==> config.mk <==
export PLATFORM = sky130hd
export DESIGN_NAME = multicycle_sequencer
export DESIGN_NICKNAME = d
export VERILOG_FILES = /design/src/rtl/multicycle_sequencer.sv
export SDC_FILE = /design/constraint.sdc
export NUM_CORES = 1
export LEC_CHECK = 0
export CAP_MARGIN = 20
export CORE_MARGIN = 1
export CORE_UTILIZATION = 50
export CTS_CLUSTER_DIAMETER = 120
export CTS_CLUSTER_SIZE = 24
export DETAILED_ROUTE_END_ITERATION = 10
export PLACE_DENSITY = 0.76
export SLEW_MARGIN = 20
export SYNTH_ARGS = -nofsm -noshare
export SYNTH_HDL_FRONTEND = slang
export SYNTH_SLANG_ARGS = --single-unit
==> constraint.sdc <==
create_clock -name clk -period 2.91 [get_ports clk]
set_input_delay 0.582 -clock clk [delete_from_list [all_inputs] [get_ports clk]]
set_output_delay 0.582 -clock clk [all_outputs]
set_load 0.02 [all_outputs]
==> src/rtl/multicycle_sequencer.sv <==
// Multicycle RV32I phase sequencer: steps FETCH/DECODE/EXECUTE/MEM/WRITEBACK, owns the
// shared memory port handshake, gates register-file writes and counts retired instructions.
module multicycle_sequencer #(
  parameter int unsigned INSTRET_W = 32
) (
  input  logic                 clk,
  input  logic                 rst,
  input  logic [6:0]           opcode,
  input  logic                 br_taken,
  input  logic                 mem_ready,
  output logic                 mem_req,
  output logic                 mem_we,
  output logic                 mem_addr_sel,
  output logic                 ir_write,
  output logic                 pc_write,
  output logic                 pc_sel,
  output logic                 ru_write_en,
  output logic                 retire,
  output logic [INSTRET_W-1:0] instret,
  output logic                 illegal,
  output logic [2:0]           state
);

  typedef enum logic [2:0] {
    S_FETCH     = 3'd0,
    S_DECODE    = 3'd1,
    S_EXECUTE   = 3'd2,
    S_MEM       = 3'd3,
    S_WRITEBACK = 3'd4,
    S_TRAP      = 3'd7
  } state_t;

  typedef enum logic [2:0] {
    C_ALU     = 3'd0,
    C_LOAD    = 3'd1,
    C_STORE   = 3'd2,
    C_BRANCH  = 3'd3,
    C_JUMP    = 3'd4,
    C_ILLEGAL = 3'd7
  } iclass_t;

  state_t                 state_q;
  state_t                 state_d;
  iclass_t                class_q;
  iclass_t                class_d;
  logic [INSTRET_W-1:0]   instret_q;

  logic req_raw, we_raw, addr_sel_raw, ir_write_raw, pc_write_raw;
  logic pc_sel_raw, ru_write_raw, retire_raw, illegal_raw;

  // Opcode to instruction class; only consumed in DECODE.
  always_comb begin
    class_d = C_ILLEGAL;
    case (opcode)
      7'b0110011, 7'b0010011, 7'b0110111, 7'b0010111: class_d = C_ALU;
      7'b0000011:                                     class_d = C_LOAD;
      7'b0100011:                                     class_d = C_STORE;
      7'b1100011:                                     class_d = C_BRANCH;
      7'b1101111, 7'b1100111:                         class_d = C_JUMP;
      default:                                        class_d = C_ILLEGAL;
    endcase
  end

  // Next state and per-phase strobes; mem_ready/br_taken are only looked at where meaningful.
  always_comb begin
    state_d      = state_q;
    req_raw      = 1'b0;
    we_raw       = 1'b0;
    addr_sel_raw = 1'b0;
    ir_write_raw = 1'b0;
    pc_write_raw = 1'b0;
    pc_sel_raw   = 1'b0;
    ru_write_raw = 1'b0;
    retire_raw   = 1'b0;
    illegal_raw  = 1'b0;
    case (state_q)
      S_FETCH: begin
        req_raw = 1'b1;
        if (mem_ready) begin
          ir_write_raw = 1'b1;
          state_d      = S_DECODE;
        end
      end
      S_DECODE: begin
        state_d = (class_d == C_ILLEGAL) ? S_TRAP : S_EXECUTE;
      end
      S_EXECUTE: begin
        case (class_q)
          C_ALU, C_JUMP:   state_d = S_WRITEBACK;
          C_LOAD, C_STORE: state_d = S_MEM;
          C_BRANCH: begin
            pc_write_raw = 1'b1;
            pc_sel_raw   = br_taken;
            retire_raw   = 1'b1;
            state_d      = S_FETCH;
          end
          default:         state_d = S_TRAP;
        endcase
      end
      S_MEM: begin
        req_raw      = 1'b1;
        addr_sel_raw = 1'b1;
        we_raw       = (class_q == C_STORE);
        if (mem_ready) begin
          if (class_q == C_STORE) begin
            pc_write_raw = 1'b1;
            retire_raw   = 1'b1;
            state_d      = S_FETCH;
          end else begin
            state_d = S_WRITEBACK;
          end
        end
      end
      S_WRITEBACK: begin
        ru_write_raw = 1'b1;
        pc_write_raw = 1'b1;
        retire_raw   = 1'b1;
        pc_sel_raw   = (class_q == C_JUMP);
        state_d      = S_FETCH;
      end
      default: begin
        // TRAP and the unreachable codes 5/6 all park here until reset.
        illegal_raw = 1'b1;
        state_d     = S_TRAP;
      end
    endcase
  end

  always_ff @(posedge clk) begin
    if (rst) begin
      state_q   <= S_FETCH;
      class_q   <= C_ALU;
      instret_q <= '0;
    end else begin
      state_q <= state_d;
      if (state_q == S_DECODE) class_q <= class_d;
      if (retire_raw) instret_q <= instret_q + INSTRET_W'(1);
    end
  end

  // Reset silences every output regardless of the register contents.
  assign mem_req      = ~rst & req_raw;
  assign mem_we       = ~rst & we_raw;
  assign mem_addr_sel = ~rst & addr_sel_raw;
  assign ir_write     = ~rst & ir_write_raw;
  assign pc_write     = ~rst & pc_write_raw;
  assign pc_sel       = ~rst & pc_sel_raw;
  assign ru_write_en  = ~rst & ru_write_raw;
  assign retire       = ~rst & retire_raw;
  assign illegal      = ~rst & illegal_raw;
  assign instret      = rst ? '0 : instret_q;
  assign state        = rst ? 3'd0 : state_q;

endmodule

-- Word-level counts from Yosys, hierarchy flattened
Index checks and enable logic that the tools add are counted.
- add/subtract/negate cells: 1
- equality and inequality tests: 20
- multiplexer cells: 22
- bitwise logic cells: 9
- reductions and logical operators: 9
- operators with widths (operator ; count):
    adder 32 x 1 -> 32 bit (second input constant) ; 1
    2-to-1 mux 32 bit ; 1
    one-hot mux 3 bit (5 select lines) ; 2
    == test 7 x 6 -> 1 bit (second input constant) ; 3
    == test 7 bit (second input constant) ; 3
    2-to-1 mux 3 bit ; 5
    == test 7 x 5 -> 1 bit (second input constant) ; 2
    == test 3 x 2 -> 1 bit (second input constant) ; 4
    2-to-1 mux 1 bit ; 11
    == test 3 bit (second input constant) ; 3
    one-hot mux 3 bit (3 select lines) ; 1
    bitwise AND 1 bit ; 8
    OR reduction 2 bit ; 4
    == test 7 x 2 -> 1 bit (second input constant) ; 1
    == test 3 x 1 -> 1 bit (second input constant) ; 2
    zero test 3 bit ; 2
    OR reduction 5 bit ; 1
    inequality test 2 bit (second input constant) ; 2
    OR reduction 4 bit ; 1
    one-hot mux 1 bit (3 select lines) ; 1
    one-hot mux 1 bit (2 select lines) ; 1
    AND reduction 2 bit ; 1
    inverter 1 bit ; 1
- register bits after elaboration: 38
- bits of input ports: 11
- output and inout port bits: 44
- logic and storage cells: 64

-- Longest topological paths before layout
Gate-level depths: netlist of run 1.
- word-level depth: 6
- mapped depth: 8
- gate-level depth less buffers: 5

-- Least setup slack after synthesis of run 1
Ideal clock, no wire load.
- kind: reg-to-output
- start point: reg class_q[2]
- end point: out retire
- arrival time: 2037 ps
- required time: 2328 ps
- slack: 291 ps
- stages on the path, launching flop included: 7
- buffers on the path: 3
- cells stage by stage: dfxtp_1 nand3b_1 or4b_4 buf_6 buf_2 a21oi_1 buf_4
- longest elaborated chain between the ends: 5
- elaborated cells on any way between the ends: 7
- classes of those cells: 2 x eq/ne; 4 x mux; 1 x bitwise
- RTL lines (item ; line ; source):
    start, declared ; 44 ; iclass_t class_q;
    start signal, assigned ; 136 ; if (state_q == S_DECODE) class_q <= class_d;
    == test 3 x 2 -> 1 bit ; 105 ; if (class_q == C_STORE) begin
    2-to-1 mux 1 bit (2 in a row) ; - ;
    one-hot mux 1 bit (3 select lines) * ; - ;
    bitwise AND 1 bit * ; - ;
    end, declared ; 18 ; output logic retire,
Every way passes the cells marked *; elsewhere a longest branch is shown, timed or not.

-- Final worst setup path of run 1
- start point: in mem_ready
- end point: out ir_write
- longest elaborated chain between the ends: 3
- RTL lines (item ; line ; source):
    start, declared ; 10 ; input logic mem_ready,
    2-to-1 mux 1 bit ; 79 ; if (mem_ready) begin
    2-to-1 mux 1 bit ; 76 ; case (state_q)
    bitwise AND 1 bit ; 145 ; assign ir_write = ~rst & ir_write_raw;
    end, declared ; 14 ; output logic ir_write,
No other way between the ends.

==> flow_summary.json, run 1 <==
{
  "reg2reg_slack_ns": 0.45,
  "whs_path_depth": 2,
  "place_inst": 374,
  "die_w_microns": 70.4,
  "io_pins": 55,
  "grt_max_degree": 72,
  "netSwitchingPower_uw": 370,
  "powerDensity_nw_per_um2": 407,
  "r2r_end": "instret_q[21]",
  "grt_pass1_vias": 1989,
  "synth.avg_cell_area_sq_um": 8.34,
  "yosysWarnings": 0,
  "finalWeightedCongestion": 0.817,
  "ys_types": 43,
  "finalCritPeriodShare_pct": 96.5,
  "drt-initial-drc-count": 116,
  "cp.buffers_inverters": 3,
  "switching_share_pct": 30.4,
  "grt_first_pass_wirelength_microns": 9180,
  "setup.worst_path.start_class": "input pin",
  "clkTransAtPathRegs_ns": 0.07,
  "insertedDiodeCount": 0,
  "post_cts.repair.setup_buffers": 0,
  "grt_usage_pct": 22.7,
  "cts_tree": "built",
  "rsz0062_at_grt": "false",
  "power_frac_seq_pct": 47.5,
  "antenna_found_initial": 0,
  "synth_nets": 292,
  "syn_to_final_growth_pct": 27.7,
  "synth-seq-cells": 38,
  "drv_cap": 0,
  "ant_nets": 0,
  "slew_violations": 0,
  "core_sq_um": 4410,
  "p_int_uw": 844,
  "p_leak_nw": 1.01,
  "root_buffer": "clkbuf_8",
  "syn_inst": 280,
  "initial_utilization_pct": 52.9,
  "clk_latency_ns": 0.30,
  "tightest_slew_ns": 0.518,
  "slew_headroom_pct": 65.4,
  "skew_ns": 0.00531,
  "clk_path_buf_depth": 2,
  "crit_top_cell": "clkdlybuf4s50_1",
  "p_clk_share_pct": 31.3,
  "reg2reg_from": "class_q[0]",
  "post-dp-hpwl_microns": 3770,
  "path_class": "input pin to output port",
  "chipHeight_microns": 70.4,
  "final_cells": 382,
  "postCtsHoldBufs": 0,
  "holdPathEnd": "instret_q[1]",
  "cts_sinks": 38,
  "ir_drop_uv": 302,
  "num-nets-final": 341,
  "holdCritStartpoint": "instret_q[1]",
  "period_needed_ns": 2.81,
  "numCtsBuffers": 5,
  "ctsHtreeMaxLevel": 2,
  "fillerInstances": 380,
  "worstPathMaxFanout": 5,
  "routed_wl_microns": 5360,
  "worstRegToRegCells": 6,
  "crit_path_end_kind": "output port",
  "drt_first_pass_iters": 4,
  "crit_chain": "clkdlybuf4s50_1 -> inv_1 -> nor4b_1 -> clkdlybuf4s50_1",
  "syn_area_sq_um": 2340,
  "die_area_sq_um": 4950,
  "synth-async-reset-ratio_pct": 0,
  "hp-class": "flop to flop",
  "cp_num_cells": 4,
  "overflow": 0,
  "combPwrFrac_pct": 21.2,
  "drc": 0,
  "status": "finished clean",
  "portBuffers": 54,
  "slowest_stage": "clkdlybuf4s50_1",
  "via_per_inst": 5.63,
  "rows": 24,
  "yosysSeqAreaShare_pct": 32.6,
  "cts_resized": 2,
  "routedWlPerCell_microns": 14.0,
  "max_stage_delay_ns": 0.68,
  "cp_top_family": "buffers and inverters",
  "synth_top_flop_cell": "dfxtp_1",
  "vias": 2149,
  "crit_arrival_ns": 2.23,
  "drive_above_1_share_pct": 10.3,
  "max_freq_mhz": 356,
  "tns_ns": 0,
  "synth-edff-count": 0,
  "setup-violations-final": 0,
  "final_hold_viol_count": 0,
  "cp.required_ns": 2.33
}
[layout by cell type (no fill, tap or decap), types with 2 or more instances in the layout]
cell type and instances:
and2_1 3, a32oi_1 2, clkbuf_8 6, nor2_1 38, xnor2_1 18, a211oi_1 7, nor2b_1 38, o22ai_1 2
xor2_1 3, o21ai_0 5, buf_4 4, or3_1 3, a21oi_1 9, dfxtp_1 38, a2111oi_2 8, and3_1 9
inv_1 4, nand3_1 15, clkdlybuf4s50_1 51, nand2b_1 4, and4_1 2, nand2_1 14, nand4_1 9, dlygate4sd2_1 2
mux2_2 9, nor3_1 6
[synthesized netlist by cell type (5+ instances only)]
cell | count | area share, %
a211oi_1 | 7 | 2.2
dfxtp_1 | 38 | 33
nand3_1 | 15 | 3.2
nand2_1 | 14 | 2.2
nor2b_1 | 38 | 10
nor2_1 | 38 | 6.1
and3_1 | 9 | 2.4
mux2_2 | 9 | 4.3
nor3_1 | 6 | 1.3
a2111oi_2 | 8 | 5.1
buf_4 | 6 | 1.9
o21ai_0 | 5 | 1.1
xnor2_1 | 18 | 6.7
nand4_1 | 9 | 2.4
a21oi_1 | 9 | 1.9
[power groups by stage]
stage | sequential (mW) | combinational (mW) | clock [mW]
after global routing | 0.581 | 0.285 | 0.412
after global placement | 0.586 | 0.257 | 0
after CTS | 0.576 | 0.259 | 0.386
after detailed placement | 0.588 | 0.259 | 0
after floorplan | 0.568 | 0.196 | 0
final | 0.577 | 0.258 | 0.380
[cell families (layout without fill, tap and decap cells)]
| family | after synthesis | count (layout) | synth area share [%] |
|---|---|---|---|
| adders and majority gates | 1 | 1 | 0.536 |
| muxes | 9 | 9 | 4.34 |
| DFF | 38 | 38 | 32.6 |
| and+or+nand+nor | 146 | 146 | 33.2 |
| xor gates and xnor gates | 21 | 21 | 7.87 |
| AOI/OAI and AO/OA | 44 | 44 | 16.6 |
| buffers and inverters | 21 | 71 | 4.87 |
[metal layers]
metal | part of all wire [%] | vias up | track usage (%)
met5 | 0 | - | 0
met4 | 1.1 | 0 | 5.33
met3 | 4.1 | 7 | 5.77
met2 | 47 | 41 | 37.0
met1 | 48 | 1009 | 30.0
li1 | - | 1092 | -
[registers in the layout (all words and copies together) (netlist names)]
register and cells:
instret_q 32, class_q 3, state_q 3
[final cells by class]
| type | count | area [sq um] | area share, % |
|---|---|---|---|
| Inverter | 4 | 15.0 | 0.503 |
| Tap cell | 52 | 65.1 | 2.18 |
| Sequential cell | 38 | 761 | 25.5 |
| Clock buffer | 7 | 86.3 | 2.89 |
| Timing Repair Buffer | 59 | 583 | 19.5 |
| Clock inverter | 1 | 5.00 | 0.168 |
| Multi-Input combinational cell | 221 | 1470 | 49.2 |
[per-stage QoR]
stage | setup WS, ns | utilization, % | power, mW | hold slack (ns) | instance area [sq um]
floorplan | 0.291 | - | 0.763 | 0.466 | 2340
global placement | 0.0404 | 65.6 | 0.844 | 0.493 | 2900
detailed placement | 0.0278 | 65.6 | 0.847 | 0.503 | 2900
CTS | 0.0820 | 67.6 | 1.22 | 0.513 | 2980
global route | 0.0133 | 67.6 | 1.28 | 0.569 | 2980
finish | 0.101 | 67.6 | 1.21 | 0.510 | 2980
[worst max-delay path by stage]
stage / start / to
finish: mem_ready / ir_write
global placement: mem_ready / retire
global route: mem_ready / ir_write
floorplan: class_q[2] / retire
CTS: mem_ready / ir_write
detailed placement: mem_ready / retire
[tightest hold or removal path, stage by stage, from the launching register on]
cell and delay (ns):
dfxtp_1 0.34, nand3_1 0.07, a21oi_1 0.06
No activity file was read; power rests on OpenSTA's default activity.
==> run 2, diff against run 1 <==
CORE_ASPECT_RATIO = 1.1   (was unset)
GPL_ROUTABILITY_DRIVEN = 0   (was unset)
==> flow_summary.json, run 2 (synthesis results as in run 1) <==
{
  "drc": 0,
  "place_inst": 379,
  "rows": 25,
  "final_cells": 387,
  "ir_drop_uv": 344,
  "grt_pass1_vias": 1964,
  "vias": 2165,
  "fillerInstances": 386,
  "grt_first_pass_wirelength_microns": 8820,
  "largest_reg_flops": 32,
  "num-nets-final": 344,
  "grt_usage_pct": 23.2,
  "io_pins": 55,
  "powerDensity_nw_per_um2": 426,
  "postCtsHoldBufs": 0,
  "die_w_microns": 67.2,
  "insertedDiodeCount": 0,
  "post-dp-hpwl_microns": 3790,
  "crit_top_cell": "clkdlybuf4s50_1",
  "skew_ns": 0.00787,
  "slew_violations": 0,
  "path_class": "input pin to output port",
  "final_cell_mix": "clkdlybuf4s50_1 (51), nor2b_1 (38), nor2_1 (38), dfxtp_1 (38), xnor2_1 (18)",
  "chipHeight_microns": 73.7,
  "routedWlPerCell_microns": 14.0,
  "clk_latency_ns": 0.30,
  "setup.worst_path.start_class": "input pin",
  "initial_utilization_pct": 53.3,
  "slew_headroom_pct": 69.6,
  "tightest_slew_ns": 0.453,
  "clkTransAtPathRegs_ns": 0.07,
  "syn_to_final_growth_pct": 29.0,
  "crit_arrival_ns": 2.16,
  "setup-violations-final": 0,
  "portBuffers": 54,
  "clk_path_buf_depth": 2,
  "cts_resized": 2,
  "pre_cts_slack_ns": 0.0596,
  "layout_setup_ws_ns": 0.166,
  "status": "finished clean",
  "finalCritPeriodShare_pct": 94.3,
  "drt-initial-drc-count": 61,
  "post_cts.repair.setup_buffers": 0,
  "cts_tree": "built",
  "via_per_inst": 5.59,
  "antenna_found_initial": 0,
  "drv_cap": 0,
  "rsz0062_at_grt": "false",
  "die_area_sq_um": 4950,
  "cts_sinks": 38,
  "worstPathMaxFanout": 4,
  "crit_chain": "clkdlybuf4s50_1 -> buf_4 -> inv_1 -> nor4b_1 -> clkdlybuf4s50_1",
  "largest_registers": "instret_q x32, class_q x3, state_q x3",
  "period_needed_ns": 2.74,
  "top_register": "instret_q",
  "slowest_stage": "clkdlybuf4s50_1",
  "numCtsBuffers": 5,
  "crit_path_end_kind": "output port",
  "seqCellArea_sq_um": 761,
  "multi_input_area_sq_um": 1470,
  "p_leak_nw": 1.03,
  "core_sq_um": 4380,
  "hp-class": "flop to flop",
  "root_buffer": "clkbuf_8",
  "tns_ns": 0,
  "drive_above_1_share_pct": 11.4,
  "ant_nets": 0,
  "ctsHtreeMaxLevel": 2,
  "max_freq_mhz": 364,
  "routed_wl_microns": 5420,
  "drt_first_pass_iters": 4,
  "grt_max_degree": 45,
  "final_common_cell": "clkdlybuf4s50_1",
  "final_hold_viol_count": 0,
  "max_stage_delay_ns": 0.65,
  "cp.required_ns": 2.33,
  "power.total_mw": 1.28,
  "overflow": 0,
  "final_core_util_pct": 68.8
}
-- run 2: cell count changes in the layout (fill, tap and decap cells not counted) --
| cell | before | now |
|---|---|---|
| clkbuf_1 | 1 | 0 |
| buf_4 | 4 | 8 |
| clkinv_2 | 1 | 2 |
| clkbuf_8 | 6 | 5 |
| buf_12 | 1 | 0 |
| bufinv_16 | 0 | 1 |
-- run 2: stage by stage --
stage	cell area, sq um	hold WS [ns]
after floorplan	2340	0.466
after global placement	2910	0.493
after detailed placement	2910	0.499
after CTS	3010	0.509
after global routing	3010	0.536
final	3010	0.505
-- run 2: cell type report --
cell class	instances	area share (%)
Clock buffer	5	2.28
Inverter	4	0.498
Sequential cell	38	25.2
Multi-Input combinational cell	221	48.7
Tap cell	54	2.24
Clock inverter	3	1.33
Timing Repair Buffer	62	19.7
-- run 2: worst max-delay path: cells and delay by family --
kind,cells,cell delay (ns)
AND/OR/NAND/NOR,1,0.28
buffers and inverters,4,1.30
-- run 2: where the power goes --
group          switching [mW]  total, mW  internal [mW]
Combinational           0.154      0.270          0.115
Clock                   0.192      0.444          0.252
Sequential             0.0299      0.571          0.541
-- run 2: path summary, 6_finish.rpt --
check          startpoint             to  slack (ns)  cells after the start
min          instret_q[1]   instret_q[1]        0.50                      2
min reg2reg  instret_q[1]   instret_q[1]        0.50                      2
max reg2reg    class_q[2]  instret_q[23]        0.53                      6
max             mem_ready       ir_write        0.17                      5
-- run 2: layer usage --
metal	global-route usage, %	share of wire, %
met1	28.9	46
met2	40.1	49
met3	3.11	4.0
met4	8.75	1.1
met5	0	0
